### src/rtl/div_pkg.sv
// rtl/div_pkg.sv - shared FSM encoding and default width for the sequential divider
package div_pkg;

    localparam int DIV_WIDTH = 32;

    typedef enum logic [1:0] {
        IDLE = 2'd0,
        RUN  = 2'd1,
        DONE = 2'd2
    } div_state_e;

endpackage

### src/rtl/div_step.sv
// rtl/div_step.sv - one combinational restoring shift-subtract iteration
module div_step
    import div_pkg::*;
#(
    parameter int WIDTH = DIV_WIDTH
) (
    input  logic [WIDTH-1:0] rem_i,
    input  logic             msb_i,
    input  logic [WIDTH-1:0] divisor_i,
    output logic [WIDTH-1:0] rem_o,
    output logic             q_bit_o
);

    // The shifted remainder keeps its top bit so divisors above 2^(WIDTH-1) still divide correctly.
    logic [WIDTH:0]   shifted;
    logic [WIDTH:0]   diff;
    logic             borrow;
    logic [WIDTH:0]   sel;
    logic             unused_sel_hi;

    assign shifted        = {rem_i, msb_i};
    assign {borrow, diff} = {1'b0, shifted} - {2'b00, divisor_i};
    assign sel            = borrow ? shifted : diff;
    assign rem_o          = sel[WIDTH-1:0];
    assign unused_sel_hi  = sel[WIDTH];
    assign q_bit_o        = ~borrow;

endmodule

### src/rtl/seq_divider.sv
// rtl/seq_divider.sv - multi-cycle restoring divider; SIGNED_DIV_EN adds two's-complement mode
module seq_divider
    import div_pkg::*;
#(
    parameter int WIDTH = DIV_WIDTH
) (
    input  logic             clk,
    input  logic             reset_n,
    input  logic             i_start,
    input  logic [WIDTH-1:0] i_dividend,
    input  logic [WIDTH-1:0] i_divisor,
`ifdef SIGNED_DIV_EN
    input  logic             i_signed,
`endif
    output logic             o_busy,
    output logic             o_done,
    output logic [WIDTH-1:0] o_quotient,
    output logic [WIDTH-1:0] o_remainder,
    output logic             o_div_zero
);

    localparam int CW = $clog2(WIDTH);

    div_state_e       state_q;
    logic [CW-1:0]    cnt_q;
    logic [WIDTH-1:0] dvd_q;
    logic [WIDTH-1:0] dvs_q;
    logic [WIDTH-1:0] rem_q;
    logic             q_neg_q;
    logic             r_neg_q;
    logic             busy_q;
    logic             done_q;
    logic             dz_q;
    logic [WIDTH-1:0] quo_out_q;
    logic [WIDTH-1:0] rem_out_q;

    logic             signed_op;
    logic             dvd_neg;
    logic             dvs_neg;
    logic [WIDTH-1:0] dvd_mag;
    logic [WIDTH-1:0] dvs_mag;
    logic [WIDTH-1:0] rem_d;
    logic             q_bit;
    logic [WIDTH-1:0] quo_d;

`ifdef SIGNED_DIV_EN
    assign signed_op = i_signed;
`else
    assign signed_op = 1'b0;
`endif

    assign dvd_neg = signed_op & i_dividend[WIDTH-1];
    assign dvs_neg = signed_op & i_divisor[WIDTH-1];
    assign dvd_mag = dvd_neg ? -i_dividend : i_dividend;
    assign dvs_mag = dvs_neg ? -i_divisor  : i_divisor;

    div_step #(.WIDTH(WIDTH)) u_step (
        .rem_i     (rem_q),
        .msb_i     (dvd_q[WIDTH-1]),
        .divisor_i (dvs_q),
        .rem_o     (rem_d),
        .q_bit_o   (q_bit)
    );

    // Quotient bits shift into the vacated low end of the dividend register.
    assign quo_d = {dvd_q[WIDTH-2:0], q_bit};

    always_ff @(posedge clk) begin
        if (!reset_n) begin
            state_q   <= IDLE;
            cnt_q     <= '0;
            dvd_q     <= '0;
            dvs_q     <= '0;
            rem_q     <= '0;
            q_neg_q   <= 1'b0;
            r_neg_q   <= 1'b0;
            busy_q    <= 1'b0;
            done_q    <= 1'b0;
            dz_q      <= 1'b0;
            quo_out_q <= '0;
            rem_out_q <= '0;
        end else begin
            done_q <= 1'b0;
            case (state_q)
                IDLE, DONE: begin
                    state_q <= IDLE;
                    if (i_start) begin
                        if (i_divisor == '0) begin
                            state_q   <= DONE;
                            done_q    <= 1'b1;
                            dz_q      <= 1'b1;
                            quo_out_q <= '1;
                            rem_out_q <= i_dividend;
                        end else begin
                            state_q <= RUN;
                            busy_q  <= 1'b1;
                            dvd_q   <= dvd_mag;
                            dvs_q   <= dvs_mag;
                            rem_q   <= '0;
                            cnt_q   <= CW'(WIDTH - 1);
                            q_neg_q <= dvd_neg ^ dvs_neg;
                            r_neg_q <= dvd_neg;
                        end
                    end
                end
                RUN: begin
                    dvd_q <= quo_d;
                    rem_q <= rem_d;
                    cnt_q <= cnt_q - CW'(1);
                    if (cnt_q == '0) begin
                        state_q   <= DONE;
                        busy_q    <= 1'b0;
                        done_q    <= 1'b1;
                        dz_q      <= 1'b0;
                        quo_out_q <= q_neg_q ? -quo_d : quo_d;
                        rem_out_q <= r_neg_q ? -rem_d : rem_d;
                    end
                end
                default: state_q <= IDLE;
            endcase
        end
    end

    assign o_busy      = busy_q;
    assign o_done      = done_q;
    assign o_quotient  = quo_out_q;
    assign o_remainder = rem_out_q;
    assign o_div_zero  = dz_q;

endmodule

### config.mk
export PLATFORM = sky130hd
export DESIGN_NAME = seq_divider
export DESIGN_NICKNAME = d
export VERILOG_FILES = /design/src/rtl/div_pkg.sv /design/src/rtl/div_step.sv /design/src/rtl/seq_divider.sv
export SDC_FILE = /design/constraint.sdc
export NUM_CORES = 1
export LEC_CHECK = 0
export BUFFER_PORTS_ARGS = -buffer_cell sky130_fd_sc_hd__buf_2
export CAP_MARGIN = 20
export CORE_ASPECT_RATIO = 1.2
export CORE_MARGIN = 2
export CORE_UTILIZATION = 60
export DETAILED_ROUTE_END_ITERATION = 10
export PLACE_DENSITY = 0.92
export SLEW_MARGIN = 40
export SYNTH_ARGS = -nofsm -noshare
export SYNTH_HDL_FRONTEND = slang
export SYNTH_SLANG_ARGS = --single-unit
### constraint.sdc
create_clock -name clk -period 8.1 [get_ports clk]
set_clock_uncertainty 0.1 [all_clocks]
set_input_delay 1.62 -clock clk [delete_from_list [all_inputs] [get_ports clk]]
set_output_delay 1.62 -clock clk [all_outputs]
set_load 0.005 [all_outputs]
======== Word level (Yosys, flattened, before mapping) ========
Index checks and enable logic that the tools add are counted.
storage, ports and cells
  input bits .............................. 67
  output and inout bits ................... 67
  register bits ........................... 170
  logic and storage cells ................. 62
cells by class
  add/sub/neg operators ................... 2
  reductions and logical operators ........ 9
  eq/ne operators ......................... 6
  multiplexer cells ....................... 33
  bitwise gates (word level) .............. 2
operators by type and width
  kind                                                                   count
  32-bit two-way mux                                                     11
  32-bit one-hot mux with 2 select lines                                 4
  33-bit by 32-bit subtractor with 34-bit output                         1
  32-bit logical NOT                                                     1
  5-bit two-way mux                                                      2
  5-bit one-hot mux with 2 select lines                                  1
  1-bit two-way mux                                                      8
  2-bit != test, second input constant                                   4
  4-bit AND reduction                                                    2
  2-bit two-way mux                                                      3
  1-bit one-hot mux with 2 select lines                                  3
  3-bit AND reduction                                                    2
  5-bit logical NOT                                                      1
  5-bit by 1-bit subtractor with 5-bit output, second input constant     1
  2-bit one-hot mux with 2 select lines                                  1
  2-bit by 1-bit equality test with 1-bit output, second input constant  1
  2-bit equality test, second input constant                             1
  2-bit logical NOT                                                      1
  1-bit inverter                                                         2
  2-bit nonzero test                                                     1
  2-bit OR reduction                                                     1

======== Depth between registers and ports, before layout ========
Gate-level depths: netlist (run 1).
  depth in word-level cells ............... 4
  gate-level depth with buffers ........... 14
  gate-level depth less buffers ........... 13

======== By module ========
From an unflattened synthesis (run 1), not the netlist that was laid out.
unflattened totals
  cells, all modules ...................... 1112
  area, all modules ....................... 9051.2 um^2
modules (own cells, without submodules)
  module       cells each  times used  area each (um^2)  sequential area each (um^2)
  seq_divider  738         1           6690.2            3403.3
  div_step     374         1           2361.0            0.0

======== Worst setup path after synthesis (run 1) ========
Ideal clock, no wire load.
  kind .................................... input -> register
  start ................................... input i_divisor[10]
  end ..................................... register rem_out_q[28], in the netlist o_remainder[28]
  library setup time ...................... 136 ps
  path slack .............................. 4674 ps
  buffers on the path ..................... 2
  stages on the path ...................... 8
  data arrival time ....................... 3190 ps
  data required time ...................... 7864 ps
  path through ............................ nor4_1 > nand4_1 > nor2_1 > nor2_1 > a21oi_1 > clkbuf_1 > clkbuf_1 > a31oi_1
on the way
  word-level cells in the longest chain between the ends .. 3
ends and longest elaborated chain
  item                           RTL line            RTL
  start: declaration             seq_divider.sv:11   input logic [WIDTH-1:0] i_divisor,
  32-bit logical NOT             seq_divider.sv:88   if (i_divisor == '0) begin
  2-bit != test (no line)        -
  4-bit AND reduction (no line)  -
  end signal: assignment         seq_divider.sv:93   rem_out_q <= i_dividend;
  end signal: assignment         seq_divider.sv:116  rem_out_q <= r_neg_q ? -rem_d : rem_d;
  end: declaration               seq_divider.sv:35   logic [WIDTH-1:0] rem_out_q;
Every way passes these cells.
A chain may end at the register's enable or synchronous reset.

======== Worst setup path after layout (run 1) ========
  start ................................... input i_divisor[24]
  end ..................................... register rem_out_q[20], in the netlist o_remainder[20]
Same word-level chain as after synthesis.

==> results of run 1 <==
critical path, delay by kind of cell:
kind	cells	cell delay [ps]
AO/OA/AOI/OAI	2	730
AND/OR/NAND/NOR	5	1500
buffers and inverters	2	760
how the worst max path moves through the flow:
| stage | slack [ps] | cells past startpoint | end |
|---|---|---|---|
| 2_1_floorplan | 4670 | 8 | o_remainder[28]$_SDFFE_PN0P_ |
| 3_3_place_gp | 3520 | 9 | o_remainder[20]$_SDFFE_PN0P_ |
| 3_5_place_dp | 3370 | 9 | o_remainder[20]$_SDFFE_PN0P_ |
| 4_1_cts | 3730 | 9 | o_remainder[20]$_SDFFE_PN0P_ |
| 5_1_grt | 3420 | 9 | o_remainder[20]$_SDFFE_PN0P_ |
| 6_report | 3700 | 9 | o_remainder[20]$_SDFFE_PN0P_ |
power breakdown:
group,switching [uW],internal [uW],leakage [uW],total (uW)
Sequential,127,975,0.00139,1100
Clock,335,487,0.000294,822
Combinational,2010,1140,0.00289,3160
Yosys cell counts (5+ instances only):
master | instances | area (sq um)
nand2_1 | 219 | 822.0
dfxtp_1 | 170 | 3403
a21oi_1 | 64 | 320.3
clkbuf_1 | 61 | 229.0
nand3_1 | 47 | 235.2
inv_1 | 46 | 172.7
nor2_1 | 44 | 165.2
a21boi_0 | 36 | 270.3
ha_1 | 34 | 425.4
o21ai_0 | 34 | 170.2
o211a_1 | 33 | 330.3
o221a_2 | 31 | 349.1
nor2b_1 | 20 | 125.1
xnor2_1 | 18 | 157.7
o21ai_1 | 16 | 80.08
a31oi_1 | 14 | 87.58
o22ai_1 | 13 | 81.33
o211ai_1 | 12 | 90.09
a21o_1 | 11 | 82.58
nand4_1 | 11 | 68.82
nor4_1 | 11 | 68.82
xor2_1 | 10 | 87.58
a21boi_1 | 9 | 67.56
a22oi_1 | 9 | 67.56
buf_2 | 8 | 40.04
a22o_1 | 7 | 61.31
and2_1 | 7 | 43.79
nand2b_1 | 7 | 43.79
a211oi_2 | 6 | 75.07
o21a_1 | 6 | 45.04
buf_1 | 5 | 18.77
o31ai_1 | 5 | 37.54
flip-flops by register name (all words and copies together), names as in the netlist:
name / count
state_q: 2
o_quotient: 32
o_busy: 1
o_remainder: 32
dvd_q: 32
cnt_q: 5
dvs_q: 32
o_done: 1
o_div_zero: 1
rem_q: 32
logic make-up (layout without fill, tap and decap cells):
family	count (synthesis)	after routing	synth area share
compound gates	337	337	0.2860
simple gates	381	381	0.1902
other cells	0	2	0
buf+inv	127	221	0.05895
fa+ha+maj	35	35	0.05008
flops	170	170	0.3827
mux	4	4	0.004502
xor+xnor	28	28	0.02757
stage by stage:
stage | util | total power, uW | cells | worst slack, ps
4_1_cts | 0.7051 | 4976 | 1351 | 3733
3_5_place_dp | 0.6638 | 4087 | 1320 | 3370
2_1_floorplan | - | 3541 | 1082 | 4674
3_3_place_gp | 0.6610 | 4020 | 1318 | 3522
5_1_grt | 0.7054 | 5398 | 1351 | 3418
6_report | 0.7057 | 5079 | 1353 | 3695
area by class of cell:
class	count	area share
Clock inverter	9	0.01095
Inverter	46	0.01697
Sequential cell	170	0.3346
Tap cell	175	0.02153
Antenna cell	2	0.0004920
Multi-Input combinational cell	785	0.4913
Clock buffer	22	0.04760
Timing Repair Buffer	144	0.07663
placed cells by master, fill, tap and decap left out, drive strengths merged, types with 22 or more instances in the layout:
master,netlist,routed
nand2,219,219
dfxtp,170,170
buf,20,144
a21oi,64,64
o21ai,50,50
inv,46,48
nand3,47,47
nor2,45,45
a21boi,45,45
ha,34,34
o211a,33,33
o221a,31,31
clkbuf,61,22
routing by layer:
| metal | vias to the layer above | GRT usage | wire length [um] |
|---|---|---|---|
| met5 | - | 0 | 0 |
| met4 | 0 | 0.1466 | 1029 |
| met3 | 83 | 0.06159 | 2197 |
| met2 | 467 | 0.5173 | 11620 |
| met1 | 3962 | 0.3896 | 9768 |
| li1 | 4018 | - | - |
==> flow_metrics.tcl, run 1 <==
set metrics [dict create \
    synthFlopType "dfxtp_1" \
    startpoint_type "primary input" \
    r2r_start "rem_q[26]$_SDFFE_PN0P_" \
    initial_core_util 0.6170 \
    worstPathArrival_ps 4640 \
    min_to "dvs_q[8]$_SDFFE_PN0P_" \
    crit_fanout 70 \
    grt_max_degree 94 \
    clk_pin_slew_ps 70 \
    first_pass_iters 9 \
    path_class "in2reg" \
    fp.dieArea_sq_um 15820 \
    slew_violations 0 \
    gp_congestion 0.9088 \
    gr-total-overflow 0 \
    wire_per_inst_um 18.20 \
    multi_input_area_sq_um 4997 \
    synth_edf_count 0 \
    ys_ff_latch 170 \
    avgSynthCellArea_sq_um 8.220 \
    status "complete, no violations" \
    clockBufferDepth 2 \
    cpMaxStageDelayCell "buf_4" \
    placement.cell_area_sq_um 9568 \
    io_buffers 133 \
    report.final.hold_viol_count 0 \
    syn_area_sq_um 8894 \
    hold_path_startpoint "dvs_q[8]$_SDFFE_PN0P_" \
    fp.dieW_um 115.1 \
    area_growth_syn_to_layout_pct 14.38 \
    critPathLaunch "i_divisor[24]" \
    antenna_found_initial 1 \
    design_area_sq_um 10170 \
    ctsResizeCount 0 \
    yosysWarnings 0 \
    regArea_sq_um 3403 \
    rrSetupSlack_ps 4490 \
    synthArstFlopShare 0 \
    hold_depth 2 \
    min_path_type "reg2reg" \
    first_global_vias 7918 \
    synthCells 1082 \
    final_layout_size_suffix_gt1_frac 0.1956 \
    slew_headroom 0.4528 \
    final_antenna_net_count 0 \
    crit_chain "buf_2, nor4_1, nand4_1, nor2_1, nor2_1, a21oi_4, buf_4, nand3_1, o221ai_1" \
    grt_setup_unrepaired "no" \
    viasPerCell 6.305 \
    pwr_density_cell_nw_per_um2 499.3 \
    max_freq_mhz 227.0 \
    dpl.hpwl_um 16420 \
    cts.sinks 170 \
    setup_viol 0 \
    timing.critical_path.slowest_cell_delay_ps 660 \
    drtIter0Drc 906 \
    drc_errors 0 \
    endpoint_kind "flop" \
    period_minus_slack_ps 4405 \
    leakagePower_uw 0.004573 \
    grt_first_pass_wirelength_um 39140 \
    io_pins 134 \
    holdWs_ps 366.0 \
    worstPathRequired_ps 8340 \
    cts_tree "yes" \
    fill_cells 1042 \
    nNetsFinal 1266 \
    post-route-period-util 0.5438 \
    vias 8530 \
    wirelength_um 24620 \
    insertion_delay_ps 430 \
    hold_buffers 0 \
    std_cell_rows 48 \
    die_y_um 137.4 \
    path_common_cell "nor2_1" \
    max_slew.worst_pin.slew_ps 820.8 \
    root_buffer "clkbuf_16" \
    synth.net_count 1184 \
    seq_area_frac_synth 0.3827 \
    postCtsSetupBuffers 0 \
    reg2reg_depth 10 \
    yosysUniqueCellTypes 65 \
    maxCapViolCount 0 \
    core_area_sq_um 14410 \
    setup_tns_ps 0 \
    r2r-end "o_remainder[11]$_SDFFE_PN0P_" \
    h-tree-depth 4 \
    cts_made_buffers 17 \
    track_usage 0.3118 \
    ir_drop_mv 0.3717 \
]
Power figures use the tool's default switching activity.
==> run 2, diff against run 1 <==
CORE_UTILIZATION = 52   (was 60)
PLACE_DENSITY = 0.86   (was 0.92)
clock period = 4.01 ns   (was 8.1 ns; I/O delays follow)
==> run 2 against run 1 <==
Effect of this change:
- worst hold slack worse by 3.3 ps
- register-to-register slack worse by 3800 ps
- critical path type is now reg2reg
- die area up 15%
- critical path depth up 4
- final cell count up 3.3%
- global-route usage down 4.6 points
- routed wire length down 3.1%
- non-clock buffer count up 4
- sequential power up 100%
- combinational power up 100%
- total power up 100%
- core utilization down 9.0 points
==> flow_metrics.tcl, run 2 (synthesis gave the netlist of run 1 again) <==
set metrics [dict create \
    ctsResizeCount 0 \
    grt_max_degree 94 \
    layout_common_cells "nand2_1 (219), dfxtp_1 (170), buf_2 (132)" \
    drc_errors 0 \
    cts_tree "yes" \
    pwr_density_cell_nw_per_um2 997.4 \
    io_pins 134 \
    hold_depth 2 \
    startpoint_type "flop" \
    first_pass_iters 6 \
    track_usage 0.2663 \
    n_antenna_cell 0 \
    vias 8350 \
    worstPathRequired_ps 4260 \
    gr-total-overflow 0 \
    root_buffer "clkbuf_16" \
    reg2reg_depth 13 \
    min_to "dvs_q[25]$_SDFFE_PN0P_" \
    first_global_vias 7738 \
    hold_buffers 0 \
    report.final.hold_viol_count 0 \
    dpl.hpwl_um 17030 \
    power_uw 10300 \
    r2r_start "dvd_q[31]$_SDFFE_PN0P_" \
    hold_path_startpoint "dvs_q[25]$_SDFFE_PN0P_" \
    fill_cells 1391 \
    wirelength_um 23870 \
    grt_setup_unrepaired "no" \
    clockBufferDepth 2 \
    path_class "reg2reg" \
    h-tree-depth 4 \
    setup_viol 0 \
    io_buffers 133 \
    core_area_sq_um 16790 \
    r2r-end "o_remainder[26]$_SDFFE_PN0P_" \
    antenna_found_initial 0 \
    status "complete, no violations" \
    fp.dieW_um 123.4 \
    max_freq_mhz 301.0 \
    wire_per_inst_um 17.08 \
    period_minus_slack_ps 3322 \
    clk_pin_slew_ps 70 \
    crit_fanout 7 \
    gp_congestion 0.8988 \
    die_y_um 147.3 \
    std_cell_rows 52 \
    final_layout_size_suffix_gt1_frac 0.1990 \
    grt_first_pass_wirelength_um 38350 \
    viasPerCell 5.977 \
    leakagePower_uw 0.004618 \
    final_antenna_net_count 0 \
    initial_core_util 0.5298 \
    design_area_sq_um 10330 \
    setup_tns_ps 0 \
    nNetsFinal 1270 \
    cts_made_buffers 17 \
    dp_slack_ps 812.6 \
    placement.cell_area_sq_um 9707 \
    post-route-period-util 0.8285 \
    area_growth_syn_to_layout_pct 16.17 \
    maxCapViolCount 0 \
    rrSetupSlack_ps 690 \
    ir_drop_mv 0.8979 \
    worstPathArrival_ps 3570 \
    min_path_type "reg2reg" \
    postCtsSetupBuffers 0 \
    endpoint_kind "flop" \
    cts.sinks 170 \
    worst_slack_ps 687.8 \
    drtIter0Drc 557 \
    max_slew.worst_pin.slew_ps 696.0 \
    insertion_delay_ps 430 \
    layout_commonest_cell "nand2_1" \
    slew_violations 0 \
    slew_headroom 0.5360 \
    fp.dieArea_sq_um 18170 \
]
run 2: per-stage QoR:
stage / std cells / hold WS [ps] / utilization
after floorplan: 1082 / 343.5 / -
after global placement: 1363 / 354.4 / 0.5754
after detailed placement: 1365 / 356.3 / 0.5783
after CTS: 1397 / 366.3 / 0.6152
after global routing: 1397 / 385.7 / 0.6155
final: 1397 / 362.7 / 0.6155
run 2: how the worst max path moves through the flow:
stage	startpoint	end	slack, ps	cells after the start
2_1_floorplan	dvd_q[31]$_SDFFE_PN0P_	o_remainder[26]$_SDFFE_PN0P_	1370	13
3_5_place_dp	dvd_q[31]$_SDFFE_PN0P_	o_remainder[26]$_SDFFE_PN0P_	810	13
4_1_cts	dvd_q[31]$_SDFFE_PN0P_	o_remainder[26]$_SDFFE_PN0P_	790	13
6_report	dvd_q[31]$_SDFFE_PN0P_	o_remainder[26]$_SDFFE_PN0P_	690	13
3_3_place_gp	dvd_q[31]$_SDFFE_PN0P_	o_remainder[26]$_SDFFE_PN0P_	840	13
5_1_grt	dvd_q[31]$_SDFFE_PN0P_	o_remainder[26]$_SDFFE_PN0P_	600	13
run 2: layout make-up:
type / count / area, sq um / share of cell area
clock buffers: 20 / 456.7 / 0.04420
clock inverters: 12 / 163.9 / 0.01587
inverters: 46 / 172.7 / 0.01671
multi-input cells: 785 / 4997 / 0.4837
flip-flops and latches: 170 / 3403 / 0.3294
well taps: 216 / 270.3 / 0.02616
repair buffers: 148 / 867.1 / 0.08393
run 2: power breakdown:
part	total (uW)	switching, uW	internal [uW]
combinational	6330	3890	2440
sequential	2230	263	1970
clock	1740	716	1020
run 2: metal layers:
layer	wire length, um	GRT usage
met1	10150	0.3458
met2	11330	0.4264
met3	1480	0.05085
met4	908	0.1188
met5	0	0
run 2: critical path, stage by stage, from the launching register on:
cell and delay [ps]:
dfxtp_1 320, inv_1 70, ha_1 250, inv_1 80, fa_1 410, a21o_1 200
nand4_1 130, a21oi_1 120, o31ai_1 510, o21a_4 260, o21ai_1 100, xor2_1 310
a211oi_2 130, o32ai_2 250
==> run 3, diff against run 2 <==
CORE_UTILIZATION = 58   (was 52)
PLACE_DENSITY = 0.9   (was 0.86)
clock period = 3.4 ns   (was 4.01 ns; I/O delays follow)
==> run 3 against run 2 <==
Effect of this change:
- clock power is 3% higher
- via count is 2.7% higher
- combinational power is 22% higher
- sequential cell count stayed put
- critical path type unchanged
- critical endpoint is now o_remainder[16]$_SDFFE_PN0P_
==> flow_metrics.tcl, run 3 (synthesis gave the netlist of run 1 again) <==
set metrics [dict create \
    track_usage 0.3030 \
    initial_core_util 0.5921 \
    hold_depth 2 \
    viasPerCell 6.180 \
    post-route-period-util 0.9531 \
    drtIter0Drc 862 \
    max_slew.worst_pin.slew_ps 582.6 \
    area_growth_syn_to_layout_pct 15.01 \
    min_to "dvs_q[29]$_SDFFE_PN0P_" \
    crit_chain "inv_1, ha_1, inv_1, fa_1, a21o_1, nand4_1, a21oi_1, nor4_1, o31ai_1, or4_1, nand3_1, nand2_1, a31oi_1" \
    dpl.hpwl_um 16900 \
    reg2reg_depth 13 \
    final_antenna_net_count 0 \
    grt_setup_unrepaired "no" \
    holdWs_ps 364.6 \
    wirelength_um 24680 \
    core_area_sq_um 15020 \
    layout_commonest_cell "nand2_1" \
    fill_cells 1157 \
    placement.cell_area_sq_um 9654 \
    setup_tns_ps 0 \
    cts_tree "yes" \
    period_minus_slack_ps 3241 \
    endpoint_kind "flop" \
    max_freq_mhz 308.6 \
    root_buffer "clkbuf_16" \
    io_pins 134 \
    cpMaxStageDelayCell "nor4_1" \
    maxCapViolCount 0 \
    final_layout_size_suffix_gt1_frac 0.1988 \
    design_area_sq_um 10230 \
    vias 8572 \
    cts_made_buffers 17 \
    path_common_cell "inv_1" \
    h-tree-depth 4 \
    clockBufferDepth 2 \
    hold_buffers 0 \
    crit_fanout 3 \
    min_path_type "reg2reg" \
    gr-total-overflow 0 \
    first_global_vias 7982 \
    io_buffers 133 \
    worstPathArrival_ps 3480 \
    pwr_density_cell_nw_per_um2 1185 \
    slew_headroom 0.6116 \
    std_cell_rows 49 \
    fp.dieArea_sq_um 16340 \
    slew_violations 0 \
    worstPathRequired_ps 3640 \
    crit_family "simple AND/OR/NAND/NOR gates" \
    startpoint_type "flop" \
    critical_path_buf_inv_count 2 \
    hold_path_startpoint "dvs_q[29]$_SDFFE_PN0P_" \
    setup_viol 0 \
    rrSetupSlack_ps 160 \
    die_y_um 139.7 \
    report.final.hold_viol_count 0 \
    cts.sinks 170 \
    wire_per_inst_um 17.79 \
    clk_pin_slew_ps 60 \
    r2r-end "o_remainder[16]$_SDFFE_PN0P_" \
    worstSetupPathDepth 13 \
    grt_max_degree 116 \
    nNetsFinal 1272 \
    antenna_found_initial 1 \
    power_uw 12120 \
    insertion_delay_ps 430 \
    ir_drop_mv 0.8688 \
    r2r_start "dvd_q[31]$_SDFFE_PN0P_" \
    fp.dieW_um 117.0 \
    grt_first_pass_wirelength_um 39470 \
    first_pass_iters 6 \
    leakagePower_uw 0.004576 \
    gp_congestion 0.9171 \
    timing.critical_path.slowest_cell_delay_ps 440 \
    path_class "reg2reg" \
    status "complete, no violations" \
    drc_errors 0 \
    final_core_util 0.6810 \
    layout_common_cells "nand2_1 (219), dfxtp_1 (170), buf_2 (132)" \
]
[run 3: changes by cell type in the layout (fill, tap and decap cells not counted), moves of 2 or more]
cell       delta
clkbuf_1      +2
bufinv_16     -3
buf_4         +5
inv_8         -2
buf_12        -2
[run 3: layer usage]
layer,share of wire,vias up,track usage
li1,-,4041,-
met1,0.42,4023,0.4133
met2,0.47,436,0.4706
met3,0.080,72,0.06490
met4,0.034,0,0.1115
met5,0,-,0
[run 3: repair_timing]
action                     CTS  global route
setup endpoints to repair    0             1
gates resized for setup      0             1
setup buffers                0             0
[run 3: tightest hold or removal path, cell delays in order (launching register included)]
cell	delay, ps
dfxtp_1	310
nand2_1	40
a21boi_0	60
[run 3: where the power goes]
part | total (uW) | switching (uW) | internal, uW
Clock | 1800 | 801 | 994
Combinational | 7710 | 4870 | 2830
Sequential | 2620 | 297 | 2320
Total | 12100 | 5970 | 6150
[run 3: layout make-up]
| type | instances | area (sq um) | area share |
|---|---|---|---|
| diodes | 1 | 2.502 | 0.0002446 |
| clock buffers | 23 | 478.0 | 0.04673 |
| clock inverters | 8 | 61.31 | 0.005994 |
| inverters | 46 | 172.7 | 0.01688 |
| multi-input cells | 785 | 5002 | 0.4891 |
| flip-flops and latches | 170 | 3403 | 0.3327 |
| well taps | 204 | 255.2 | 0.02495 |
| repair buffers | 150 | 853.3 | 0.08342 |
[run 3: worst max-delay path by stage]
stage,startpoint,end,slack (ps)
after floorplan,dvd_q[31]$_SDFFE_PN0P_,o_remainder[26]$_SDFFE_PN0P_,760
after global placement,i_divisor[17],o_remainder[9]$_SDFFE_PN0P_,250
after detailed placement,i_divisor[17],o_remainder[13]$_SDFFE_PN0P_,240
after CTS,dvd_q[31]$_SDFFE_PN0P_,o_remainder[16]$_SDFFE_PN0P_,290
after global routing,dvd_q[31]$_SDFFE_PN0P_,o_remainder[16]$_SDFFE_PN0P_,50
final,dvd_q[31]$_SDFFE_PN0P_,o_remainder[16]$_SDFFE_PN0P_,160
[run 3: per-stage QoR]
| stage | worst slack [ps] | std cells |
|---|---|---|
| after global routing | 54.85 | 1386 |
| after global placement | 249.4 | 1354 |
| after floorplan | 760.1 | 1082 |
| after CTS | 293.8 | 1385 |
| final | 159.4 | 1387 |
| after detailed placement | 238.0 | 1354 |
